--- config.mk ---
export PLATFORM = sky130hd
export DESIGN_NAME = sd_cmd_seq
export DESIGN_NICKNAME = d
export VERILOG_FILES = /design/src/rtl/sd_cmd_seq.sv
export SDC_FILE = /design/constraint.sdc
export NUM_CORES = 1
export LEC_CHECK = 0
export CAP_MARGIN = 20
export CORE_ASPECT_RATIO = 0.5
export CORE_UTILIZATION = 55
export CTS_BUF_LIST = sky130_fd_sc_hd__clkbuf_8 sky130_fd_sc_hd__clkbuf_16
export DETAILED_ROUTE_END_ITERATION = 12
export PLACE_DENSITY = 0.82
export REMOVE_ABC_BUFFERS = 1
export SYNTH_ARGS = -nofsm -noshare
export SYNTH_HDL_FRONTEND = slang
export SYNTH_SLANG_ARGS = --single-unit
export TNS_END_PERCENT = 30
--- constraint.sdc ---
create_clock -name clk -period 4.65 [get_ports clk]
set_clock_uncertainty 0.05 [all_clocks]
set_input_delay 1.1625 -clock clk [delete_from_list [all_inputs] [get_ports clk]]
set_output_delay 1.1625 -clock clk [all_outputs]
set_load 0.02 [all_outputs]
--- src/rtl/sd_cmd_seq.sv ---
// SD-card SPI-mode transaction sequencer driving a byte-level SPI master's register strobes.
// Build with SD_CRC16_CHECK_EN defined to verify the data block CRC16 and report crc_err.
module sd_cmd_seq #(
  parameter int XFER_WAIT   = 18,
  parameter int INIT_WAIT   = 22600,
  parameter int R1_TRIES    = 8,
  parameter int TOKEN_TRIES = 4096
) (
  input  logic        clk,
  input  logic        reset_n,
  input  logic        cmd_start,
  input  logic [5:0]  cmd_index,
  input  logic [31:0] cmd_arg,
  input  logic [6:0]  cmd_crc,
  input  logic        cmd_data,
  output logic        busy,
  output logic        done,
  output logic [7:0]  r1,
  output logic        err_timeout,
  output logic        err_token,
  output logic        crc_err,
  output logic        data_valid,
  output logic [8:0]  data_addr,
  output logic [7:0]  data_byte,
  output logic        spi_enable,
  output logic        spi_rnw,
  output logic [2:0]  spi_addr,
  output logic [7:0]  spi_din,
  input  logic [7:0]  spi_dout
);
  localparam int CW = $clog2(INIT_WAIT + XFER_WAIT + 1);
  localparam int TW = $clog2(TOKEN_TRIES + R1_TRIES + 1);

  typedef enum logic [3:0] {
    S_INIT, S_IDLE, S_CSLO, S_SEND, S_POLL_R1, S_TOKEN, S_DATA, S_CRC, S_CSHI, S_FLUSH, S_DONE
  } state_t;

  state_t        state_q, state_d;
  logic [CW-1:0] cnt_q, cnt_d;
  logic [TW-1:0] try_q, try_d;
  logic          wait_q, wait_d;
  logic [5:0]    idx_q, idx_d;
  logic [31:0]   arg_q, arg_d;
  logic [6:0]    crc7_q, crc7_d;
  logic          data_q, data_d;
  logic [7:0]    r1_q, r1_d;
  logic          tmo_q, tmo_d, tok_q, tok_d;
  logic          dv_q, dv_d;
  logic [8:0]    daddr_q, daddr_d;
  logic [7:0]    dbyte_q, dbyte_d;
  logic          en_q, en_d, rnw_q, rnw_d;
  logic [2:0]    addr_q, addr_d;
  logic [7:0]    din_q, din_d;

  logic          in_op, is_cs, op_done;
  logic [2:0]    op_addr;
  logic [7:0]    op_din;
  logic [CW-1:0] op_limit;

  assign in_op    = state_q inside {S_CSLO, S_SEND, S_POLL_R1, S_TOKEN, S_DATA, S_CRC, S_CSHI, S_FLUSH};
  assign is_cs    = (state_q == S_CSLO) || (state_q == S_CSHI);
  assign op_limit = is_cs ? CW'(2) : CW'(XFER_WAIT);
  assign op_done  = in_op && wait_q && (cnt_q == op_limit);

  always_comb begin
    op_addr = 3'd1;
    op_din  = 8'hFF;
    case (state_q)
      S_CSLO: op_addr = 3'd4;
      S_CSHI: op_addr = 3'd3;
      S_SEND: begin
        op_addr = 3'd0;
        case (try_q[2:0])
          3'd0:    op_din = {2'b01, idx_q};
          3'd1:    op_din = arg_q[31:24];
          3'd2:    op_din = arg_q[23:16];
          3'd3:    op_din = arg_q[15:8];
          3'd4:    op_din = arg_q[7:0];
          default: op_din = {crc7_q, 1'b1};
        endcase
      end
      default: ;
    endcase
  end

  always_comb begin
    state_d = state_q; cnt_d = cnt_q; try_d = try_q; wait_d = wait_q;
    idx_d = idx_q; arg_d = arg_q; crc7_d = crc7_q; data_d = data_q;
    r1_d = r1_q; tmo_d = tmo_q; tok_d = tok_q;
    dv_d = 1'b0; daddr_d = daddr_q; dbyte_d = dbyte_q;
    en_d = 1'b0; rnw_d = rnw_q; addr_d = addr_q; din_d = din_q;
    // Index advances the cycle after its strobe so data_addr matches data_byte while valid.
    if (dv_q) daddr_d = daddr_q + 9'd1;
    case (state_q)
      S_INIT: begin
        if (cnt_q == CW'(INIT_WAIT - 1)) begin
          state_d = S_IDLE;
          cnt_d   = '0;
        end else begin
          cnt_d = cnt_q + 1'b1;
        end
      end
      S_IDLE: begin
        if (cmd_start) begin
          idx_d = cmd_index; arg_d = cmd_arg; crc7_d = cmd_crc; data_d = cmd_data;
          tmo_d = 1'b0; tok_d = 1'b0; wait_d = 1'b0; try_d = '0;
          state_d = S_CSLO;
        end
      end
      S_DONE: state_d = S_IDLE;
      default: begin
        if (!wait_q) begin
          en_d = 1'b1; rnw_d = 1'b0; addr_d = op_addr;
          if (op_addr == 3'd0) din_d = op_din;
          wait_d = 1'b1;
          cnt_d  = '0;
        end else if (!op_done) begin
          cnt_d = cnt_q + 1'b1;
        end else begin
          wait_d = 1'b0;
          try_d  = try_q + 1'b1;
          case (state_q)
            S_CSLO: begin state_d = S_SEND; try_d = '0; end
            S_SEND: if (try_q == TW'(5)) begin state_d = S_POLL_R1; try_d = '0; end
            S_POLL_R1: begin
              if (!spi_dout[7]) begin
                r1_d    = spi_dout;
                try_d   = '0;
                state_d = (data_q && spi_dout == 8'h00) ? S_TOKEN : S_CSHI;
              end else if (try_q == TW'(R1_TRIES - 1)) begin
                r1_d = spi_dout; tmo_d = 1'b1; state_d = S_CSHI;
              end
            end
            S_TOKEN: begin
              if (spi_dout == 8'hFE) begin
                state_d = S_DATA;
              end else if (spi_dout[7:4] == 4'h0) begin
                tok_d = 1'b1; state_d = S_CSHI;
              end else if (try_q == TW'(TOKEN_TRIES - 1)) begin
                tmo_d = 1'b1; state_d = S_CSHI;
              end
            end
            S_DATA: begin
              dv_d = 1'b1; dbyte_d = spi_dout; try_d = '0;
              if (daddr_q == 9'd511) state_d = S_CRC;
            end
            S_CRC:   if (try_q != '0) state_d = S_CSHI;
            S_CSHI:  state_d = S_FLUSH;
            S_FLUSH: state_d = S_DONE;
            default: ;
          endcase
        end
      end
    endcase
  end

  always_ff @(posedge clk or negedge reset_n) begin
    if (!reset_n) begin
      state_q <= S_INIT; cnt_q <= '0; try_q <= '0; wait_q <= 1'b0;
      idx_q <= '0; arg_q <= '0; crc7_q <= '0; data_q <= 1'b0;
      r1_q <= 8'hFF; tmo_q <= 1'b0; tok_q <= 1'b0;
      dv_q <= 1'b0; daddr_q <= '0; dbyte_q <= '0;
      en_q <= 1'b0; rnw_q <= 1'b1; addr_q <= '0; din_q <= 8'hFF;
    end else begin
      state_q <= state_d; cnt_q <= cnt_d; try_q <= try_d; wait_q <= wait_d;
      idx_q <= idx_d; arg_q <= arg_d; crc7_q <= crc7_d; data_q <= data_d;
      r1_q <= r1_d; tmo_q <= tmo_d; tok_q <= tok_d;
      dv_q <= dv_d; daddr_q <= daddr_d; dbyte_q <= dbyte_d;
      en_q <= en_d; rnw_q <= rnw_d; addr_q <= addr_d; din_q <= din_d;
    end
  end

`ifdef SD_CRC16_CHECK_EN
  logic [15:0] crc_q;
  logic [7:0]  crc_hi_q;
  logic        crc_bad_q, crc_err_q;

  function automatic logic [15:0] crc16_byte(input logic [15:0] c, input logic [7:0] b);
    logic [15:0] r;
    r = c;
    for (int i = 7; i >= 0; i--) r = {r[14:0], 1'b0} ^ ((r[15] ^ b[i]) ? 16'h1021 : 16'h0000);
    return r;
  endfunction

  // Mismatch is held pending through CSHI/FLUSH and only surfaces with the done pulse.
  always_ff @(posedge clk or negedge reset_n) begin
    if (!reset_n) begin
      crc_q <= '0; crc_hi_q <= '0; crc_bad_q <= 1'b0; crc_err_q <= 1'b0;
    end else begin
      if (state_q == S_IDLE && cmd_start) begin
        crc_q <= '0; crc_bad_q <= 1'b0; crc_err_q <= 1'b0;
      end
      if (op_done && state_q == S_DATA) crc_q <= crc16_byte(crc_q, spi_dout);
      if (op_done && state_q == S_CRC) begin
        if (try_q == '0) crc_hi_q <= spi_dout;
        else             crc_bad_q <= ({crc_hi_q, spi_dout} != crc_q);
      end
      if (state_q == S_FLUSH && state_d == S_DONE && crc_bad_q) crc_err_q <= 1'b1;
    end
  end
  assign crc_err = crc_err_q;
`else
  assign crc_err = 1'b0;
`endif

  assign busy        = !(state_q == S_IDLE || state_q == S_DONE);
  assign done        = (state_q == S_DONE);
  assign r1          = r1_q;
  assign err_timeout = tmo_q;
  assign err_token   = tok_q;
  assign data_valid  = dv_q;
  assign data_addr   = daddr_q;
  assign data_byte   = dbyte_q;
  assign spi_enable  = en_q;
  assign spi_rnw     = rnw_q;
  assign spi_addr    = addr_q;
  assign spi_din     = din_q;
endmodule

* Yosys cells after proc, flatten, opt, wreduce, memory -nomap -nowiden
Index checks and enable logic that the tools add are counted.
** Word-level totals
- Output and inout bits :: 44
- Flip-flop bits (word level) :: 120
- Word-level logic and storage cells :: 154
** Cells by class
- Bitwise operators :: 4
- Multiplexer cells :: 57
- Reductions and logical operators :: 36
- $add $sub $neg :: 3
- Equal/unequal tests :: 36
** Operators by type and width (number)
- $mux 13 :: 5
- $mux 4 :: 13
- $mux 15 :: 3
- $pmux 8 s5 :: 1
- $pmux 13 s3 :: 1
- $pmux 4 s8 :: 1
- $pmux 15 s2 :: 1
- $eq 13x3->1 const B :: 2
- $pmux 13 s2 :: 1
- $mux 8 :: 3
- $mux 1 :: 21
- $reduce_and 10->1 :: 2
- $eq 4x3->1 const B :: 4
- $add 15x1->15 const B :: 1
- $eq 15x15->1 const B :: 1
- $eq 15x5->1 :: 1
- $ne 5x2->1 const B :: 3
- $add 13x1->13 const B :: 1
- $eq 13x12->1 const B :: 1
- $reduce_bool 13->1 :: 1
- $eq 4x4->1 const B :: 3
- $ne 3x2->1 const B :: 4
- $pmux 4 s3 :: 1
- $reduce_bool 11->1 :: 1
- other kinds (34) :: 60

* Depth between registers and ports, before layout
Gate-level depths: netlist of the first run.
- Word-level depth :: 8
- Depth in mapped cells :: 11
- Depth with buffers taken out :: 11

* Worst setup path before layout of the first run
Ideal clock, no wire load.
- Path type :: register to output
- From :: register state_q[0]
- To :: output port busy
- Slack :: 1.887 ns
- Buffers on the path :: 2
- Cell stages (with the launch flop) :: 7
- Data arrival time :: 1.551 ns
- Data required time :: 3.438 ns
- Cell sequence :: dfrtp_1 clkbuf_1 nor2b_1 nand2_1 a21oi_1 clkbuf_1 inv_1
** Between the ends
- Cells in the longest elaborated chain, start to end :: 3
- Elaborated cells on any way between the ends :: 4
** RTL lines
- start, declared :: line 38 : state_t state_q, state_d;
- start signal, assigned :: line 165 : state_q <= state_d; cnt_q <= cnt_d; try_q <= try_d; wait_q <= wait_d;
- $eq 4x1->1 or $eq 4x4->1 (tied branches) :: line 206 : assign busy = !(state_q == S_IDLE || state_q == S_DONE);
- $logic_or 1x1->1 * :: line 206
- $logic_not 1->1 * :: line 206
- end, declared :: line 16 : output logic busy,
Every way passes the cells marked *; elsewhere a longest branch is shown, timed or not.

* Worst setup path after layout of the first run
- From :: register state_q[1]
- To :: output port busy
Same word-level chain as after synthesis.

==> results of run 1 <==
-- cell families after synthesis --
kind of cell	count (synthesis)	share of synthesized area [%]
muxes	15	2.80
adders and majority gates	9	1.89
buffers and inverters	47	3.26
AOI/OAI and AO/OA	107	12.1
xor gates and xnor gates	22	3.24
and+or+nand+nor	337	25.8
other	1	0.0630
DFF	120	50.8
-- layer usage --
metal | up-vias | routed length [µm] | global-route usage [%]
met3 | 20 | 908 | 5.99
met2 | 206 | 6640 | 43.3
met5 | - | 0 | 0
met4 | 0 | 163 | 8.05
li1 | 2443 | - | -
met1 | 2437 | 6750 | 38.2
-- worst max-delay path by stage --
stage,from,endpoint,cells past startpoint
global placement,spi_dout[7],state_q[2],6
CTS,state_q[1],busy,6
floorplan,cmd_start,try_q[7],4
global route,state_q[1],busy,6
detailed placement,spi_dout[7],state_q[3],6
finish,state_q[1],busy,6
-- flip-flops by register name, summed over array words and instances, names as in the netlist, 3 cells and up --
name       flops
arg_q         32
data_byte      8
spi_addr       3
try_q         13
state_q        4
cnt_q         15
crc7_q         7
data_addr      9
idx_q          6
r1             8
spi_din        8
-- synth_stat cells (8+ instances only) --
| library cell | instances | area, µm² |
|---|---|---|
| xnor2_1 | 16 | 140 |
| o21ai_0 | 33 | 165 |
| a22oi_1 | 8 | 60.1 |
| nor2_1 | 40 | 150 |
| dfrtp_1 | 103 | 2580 |
| a21oi_1 | 19 | 95.1 |
| nor3_1 | 12 | 60.1 |
| nor4_1 | 11 | 68.8 |
| clkbuf_1 | 28 | 105 |
| nand3_1 | 20 | 100 |
| o31ai_1 | 10 | 75.1 |
| ha_1 | 9 | 113 |
| nand2_1 | 190 | 713 |
| inv_1 | 9 | 33.8 |
| dfstp_2 | 17 | 447 |
| nor2b_1 | 11 | 68.8 |
| nand4_1 | 12 | 75.1 |
| and3_1 | 9 | 56.3 |
| mux2_2 | 13 | 146 |
-- critical path, delay by kind of cell (launching register included) --
family          cells  cell delay (ns)
buf+inv             3             0.79
compound gates      1             0.16
simple gates        2             0.44
flops               1             0.71
-- layout make-up --
| type | count | area share (%) |
|---|---|---|
| clock inverter | 15 | 1.85 |
| sequential | 120 | 39.9 |
| inverter | 9 | 0.445 |
| timing repair buffer | 105 | 13.8 |
| clock buffer | 17 | 5.61 |
| multi-input combinational | 491 | 36.1 |
| tap | 140 | 2.31 |
-- power breakdown --
group	switching, mW	internal, mW
sequential	0.0140	1.07
combinational	0.0545	0.0634
clock	0.512	0.744
total	0.580	1.88
-- stage by stage --
| step | setup WS (ns) | TNS (ns) |
|---|---|---|
| 4_1_cts | 0.935 | 0 |
| 3_3_place_gp | 1.27 | 0 |
| 6_report | 0.900 | 0 |
| 2_1_floorplan | -0.421 | -3.66 |
| 3_5_place_dp | 1.20 | 0 |
| 5_1_grt | 0.731 | 0 |
==> results_dict.tcl, run 1 <==
set metrics [dict create \
    status "finished, final reports clean" \
    hold_path_end "data_byte[6]" \
    final_area_mm2 0.00759 \
    die_x_um 149 \
    crit_chain "nor2b_1, nand2_1, a21oi_1, buf_4, inv_1, clkdlybuf4s50_1" \
    powerDensity_mw_per_mm2 324 \
    finalNonFillerCells 897 \
    insertion_delay_ns 0.42 \
    core_mm2 0.0103 \
    multi_input_area_mm2 0.00274 \
    power.leakage_nw 3.41 \
    die_h_um 75.5 \
    async_reset_ff_share_pct 100 \
    setup_violations 0 \
    final_nets 810 \
    yosysUniqueCellTypes 64 \
    cts_resized 0 \
    drtIter0Drc 532 \
    start_kind "flop" \
    hp-start "data_byte[6]" \
    min_period_over_period_pct 80.7 \
    cts_buffer_depth 2 \
    path_clk_slew_ns 0.06 \
    rrSetupSlack_ns 1.33 \
    reg2reg_depth 7 \
    critPathKind "reg2out" \
    track_usage_pct 27.3 \
    dr.pass1.iters 7 \
    drive_gt1_share_pct 10.6 \
    detail_route.vias_per_cell 5.69 \
    cpPeakStageDelay_ns 0.71 \
    regArea_mm2 0.00302 \
    finalCriticalPeriod_ns 3.75 \
    avgSynthCellArea_um2 9.04 \
    dp_hpwl_um 9480 \
    placed_cells 865 \
    fillers 752 \
    vias 5106 \
    routed_wl_um 14500 \
    cts_tree "yes" \
    yosys_warnings 0 \
    num_rows 26 \
    tightest_slew_ns 1.12 \
    synth-seq-cells 120 \
    finish.utilization_pct 73.3 \
    r2r-end "cnt_q[6]" \
    numPortBuffers 99 \
    hold_violations 0 \
    cts_sinks 120 \
    crit_required_ns 3.44 \
    cts_buffers 17 \
    syn_area_mm2 0.00595 \
    slowest_stage "dfrtp_1" \
    layout_common_cells "nand2_1, dfrtp_1, clkdlybuf4s50_1" \
    wire_per_inst_um 16.1 \
    synth_edf_count 0 \
    cp.arrival_ns 2.54 \
    n_antenna_cell 0 \
    clock-root-buffer "clkbuf_16" \
    grt_max_degree 121 \
    min_delay_path_depth 2 \
    pin_count 101 \
    hp-class "reg2reg" \
    slew_headroom_pct 25.2 \
    area.growth.synth_to_final_pct 27.5 \
    holdWs_ns 0.418 \
    drc 0 \
    cp-end-kind "primary output" \
    reg2reg_from "state_q[3]" \
    vdd_ir_drop_max_uv 185 \
    die-area_mm2 0.0113 \
    slew_viol_final 0 \
    grt_pass1_vias 4729 \
    cts_setup_buffers 0 \
    mostFrequentLayoutCell "nand2_1" \
    max_freq_ghz 0.267 \
    hold_buffers 0 \
    synth_seq_area_share_pct 50.8 \
    start_util_pct 57.5 \
    maxCapViolations 0 \
    grt_overflow 0 \
    htree_levels 4 \
    power.total_mw 2.46 \
    gp_congestion 0.888 \
    cp_max_fo 19 \
    antenna_found_initial 0 \
    postPlaceCellArea_mm2 0.00702 \
    syn_inst 658 \
    synth_top_flop_cell "dfrtp_1" \
    antenna_left 0 \
    rsz0062_at_grt "false" \
    grt_pass1_wl_um 23500 \
]
(Power assumes the default switching activity.)
==> inputs of run 2 (changes only) <==
--- a/config.mk
+++ b/config.mk
@@ -7,10 +7,10 @@
 export LEC_CHECK = 0
 export CAP_MARGIN = 20
 export CORE_ASPECT_RATIO = 0.5
-export CORE_UTILIZATION = 55
+export CORE_UTILIZATION = 53
 export CTS_BUF_LIST = sky130_fd_sc_hd__clkbuf_8 sky130_fd_sc_hd__clkbuf_16
 export DETAILED_ROUTE_END_ITERATION = 12
-export PLACE_DENSITY = 0.82
+export PLACE_DENSITY = 0.8
 export REMOVE_ABC_BUFFERS = 1
 export SYNTH_ARGS = -nofsm -noshare
 export SYNTH_HDL_FRONTEND = slang
==> constraint.sdc (replaced) <==
create_clock -name clk -period 3.6 [get_ports clk]
set_clock_uncertainty 0.05 [all_clocks]
set_input_delay 0.9 -clock clk [delete_from_list [all_inputs] [get_ports clk]]
set_output_delay 0.9 -clock clk [all_outputs]
set_load 0.02 [all_outputs]
==> run 2 against run 1 <==
Combinational power grew 31%. Largest power group unchanged. Critical path type unchanged. Flip-flop and latch count is the same. First-iteration DRC count grew 5.3%. Largest cell class unchanged. Register-to-register slack lost 0.50 ns. Core utilization shrank 0.50 points. Critical path depth shrank 3. Highest routed layer unchanged. Routed wire length grew 0.77%. Via count grew 1.0%.
==> results_dict.tcl, run 2 (same netlist as run 1, synthesis figures left out) <==
set metrics [dict create \
    status "finished, final reports clean" \
    busiest_layer "met2" \
    grt_overflow 0 \
    drive_gt1_share_pct 11.5 \
    tightest_slew_ns 0.791 \
    rrSetupSlack_ns 0.83 \
    min_period_over_period_pct 85.7 \
    cts_resized 0 \
    numPortBuffers 99 \
    area.growth.synth_to_final_pct 29.0 \
    num_rows 26 \
    startpoint "state_q[2]" \
    global_route.usage.met2_pct 41.7 \
    vias 5157 \
    critical_path.top_delay_family "buffers and inverters" \
    crit_required_ns 2.65 \
    clock-root-buffer "clkbuf_16" \
    slowest_stage "clkdlybuf4s50_1" \
    drtIter0Drc 560 \
    finalCriticalPeriod_ns 3.09 \
    detail_route.vias_per_cell 5.68 \
    r2r-end "try_q[9]" \
    endpoint "done" \
    dr.pass1.iters 5 \
    dp_hpwl_um 9880 \
    max_freq_ghz 0.324 \
    grtUsageMet3_pct 5.94 \
    antenna_found_initial 0 \
    slew_headroom_pct 47.3 \
    pin_count 101 \
    die_h_um 76.9 \
    final_area_mm2 0.00768 \
    reg.largest.list "arg_q x32, cnt_q x15, try_q x13" \
    track_usage_pct 27.1 \
    grtUsageMet1_pct 38.6 \
    powerDensity_mw_per_mm2 409 \
    holdWs_ns 0.415 \
    n_antenna_cell 0 \
    crit_chain "nand2b_1, nor3_1, clkdlybuf4s50_1" \
    mostFrequentLayoutCell "nand2_1" \
    cp-end-kind "primary output" \
    grt_max_degree 60 \
    gp_congestion 0.892 \
    wire_per_inst_um 16.0 \
    antenna_left 0 \
    reg2reg_from "state_q[2]" \
    die_x_um 152 \
    layout_common_cells "nand2_1, dfrtp_1, clkdlybuf4s50_1" \
    cp.arrival_ns 2.14 \
    core_mm2 0.0105 \
    slew_viol_final 0 \
    htree_levels 4 \
    cts_sinks 120 \
    critPathKind "reg2out" \
    cp.buffers_inverters 1 \
    largest_register_ff_count 32 \
    cts_buffer_depth 2 \
    grt_pass1_vias 5154 \
    rsz0062_at_grt "false" \
    maxCapViolations 0 \
    grt_pass1_wl_um 25300 \
    postPlaceCellArea_mm2 0.00711 \
    fillers 762 \
    largest-register "arg_q" \
    hold_violations 0 \
    cp.depth 3 \
    hp-class "reg2reg" \
    cts_setup_buffers 0 \
    hold_buffers 0 \
    start_util_pct 56.4 \
    routed_wl_um 14600 \
    cts_buffers 17 \
    final_nets 821 \
    power.total_mw 3.14 \
    drc 0 \
    setup_violations 0 \
    power.leakage_nw 3.47 \
    vdd_ir_drop_max_uv 272 \
    reg2reg_depth 5 \
    insertion_delay_ns 0.42 \
    cp_max_fo 24 \
    path_clk_slew_ns 0.06 \
    start_kind "flop" \
    cpPeakStageDelay_ns 0.64 \
    die-area_mm2 0.0117 \
    cts_tree "yes" \
]
==> run 2: changes by cell type in the layout (fill, tap and decap cells not counted), sizes merged <==
cell      change
inv           -3
clkinvlp      +4
clkinv        -4
clkbuf        +3
buf          +11
==> run 2: cell type report <==
cell class	count	area [µm²]	share of cell area [%]
Sequential cell	120	3020	39.4
Timing Repair Buffer	116	1140	14.9
Clock buffer	20	467	6.08
Tap cell	140	175	2.28
Inverter	9	33.8	0.440
Multi-Input combinational cell	491	2740	35.7
Clock inverter	12	90.1	1.17
==> run 2: where the power goes <==
| group | leakage, nW | internal (mW) | switching (mW) | total, mW |
|---|---|---|---|---|
| registers | 1.49 | 1.39 | 0.0179 | 1.40 |
| clock network | 0.279 | 0.987 | 0.595 | 1.58 |
| logic | 1.70 | 0.0839 | 0.0699 | 0.154 |
==> run 2: through the flow <==
step                std cells  setup TNS [ns]  util [%]  setup WS, ns
floorplan                 620          -37.14         -         -1.29
global placement          875               0      67.4         0.534
detailed placement        875               0      67.4         0.434
CTS                       907               0      72.7         0.487
global route              908               0      72.8         0.339
finish                    908               0      72.8         0.513
==> run 2: worst min path at each step <==
stage                     slack (ns)  cells past startpoint          from           end
after detailed placement        0.41                      2  data_byte[2]  data_byte[2]
after global placement          0.40                      2  data_byte[4]  data_byte[4]
final                           0.41                      2  data_byte[2]  data_byte[2]
after global routing            0.44                      2     crc7_q[2]     crc7_q[2]
after floorplan                 0.39                      2      arg_q[0]      arg_q[0]
after CTS                       0.42                      2  data_byte[2]  data_byte[2]
==> run 2: layer usage <==
layer,share of wire [%],vias up
met5,0,-
li1,-,2475
met3,5.3,18
met4,1.2,0
met1,48,2484
met2,46,180
==> run 2: worst reg2reg max path: cells and delay by family, from the launching register on <==
kind,cells,cell delay (ns)
and+or+nand+nor,3,1.26
AOI/OAI and AO/OA,2,0.75
DFF,1,0.63
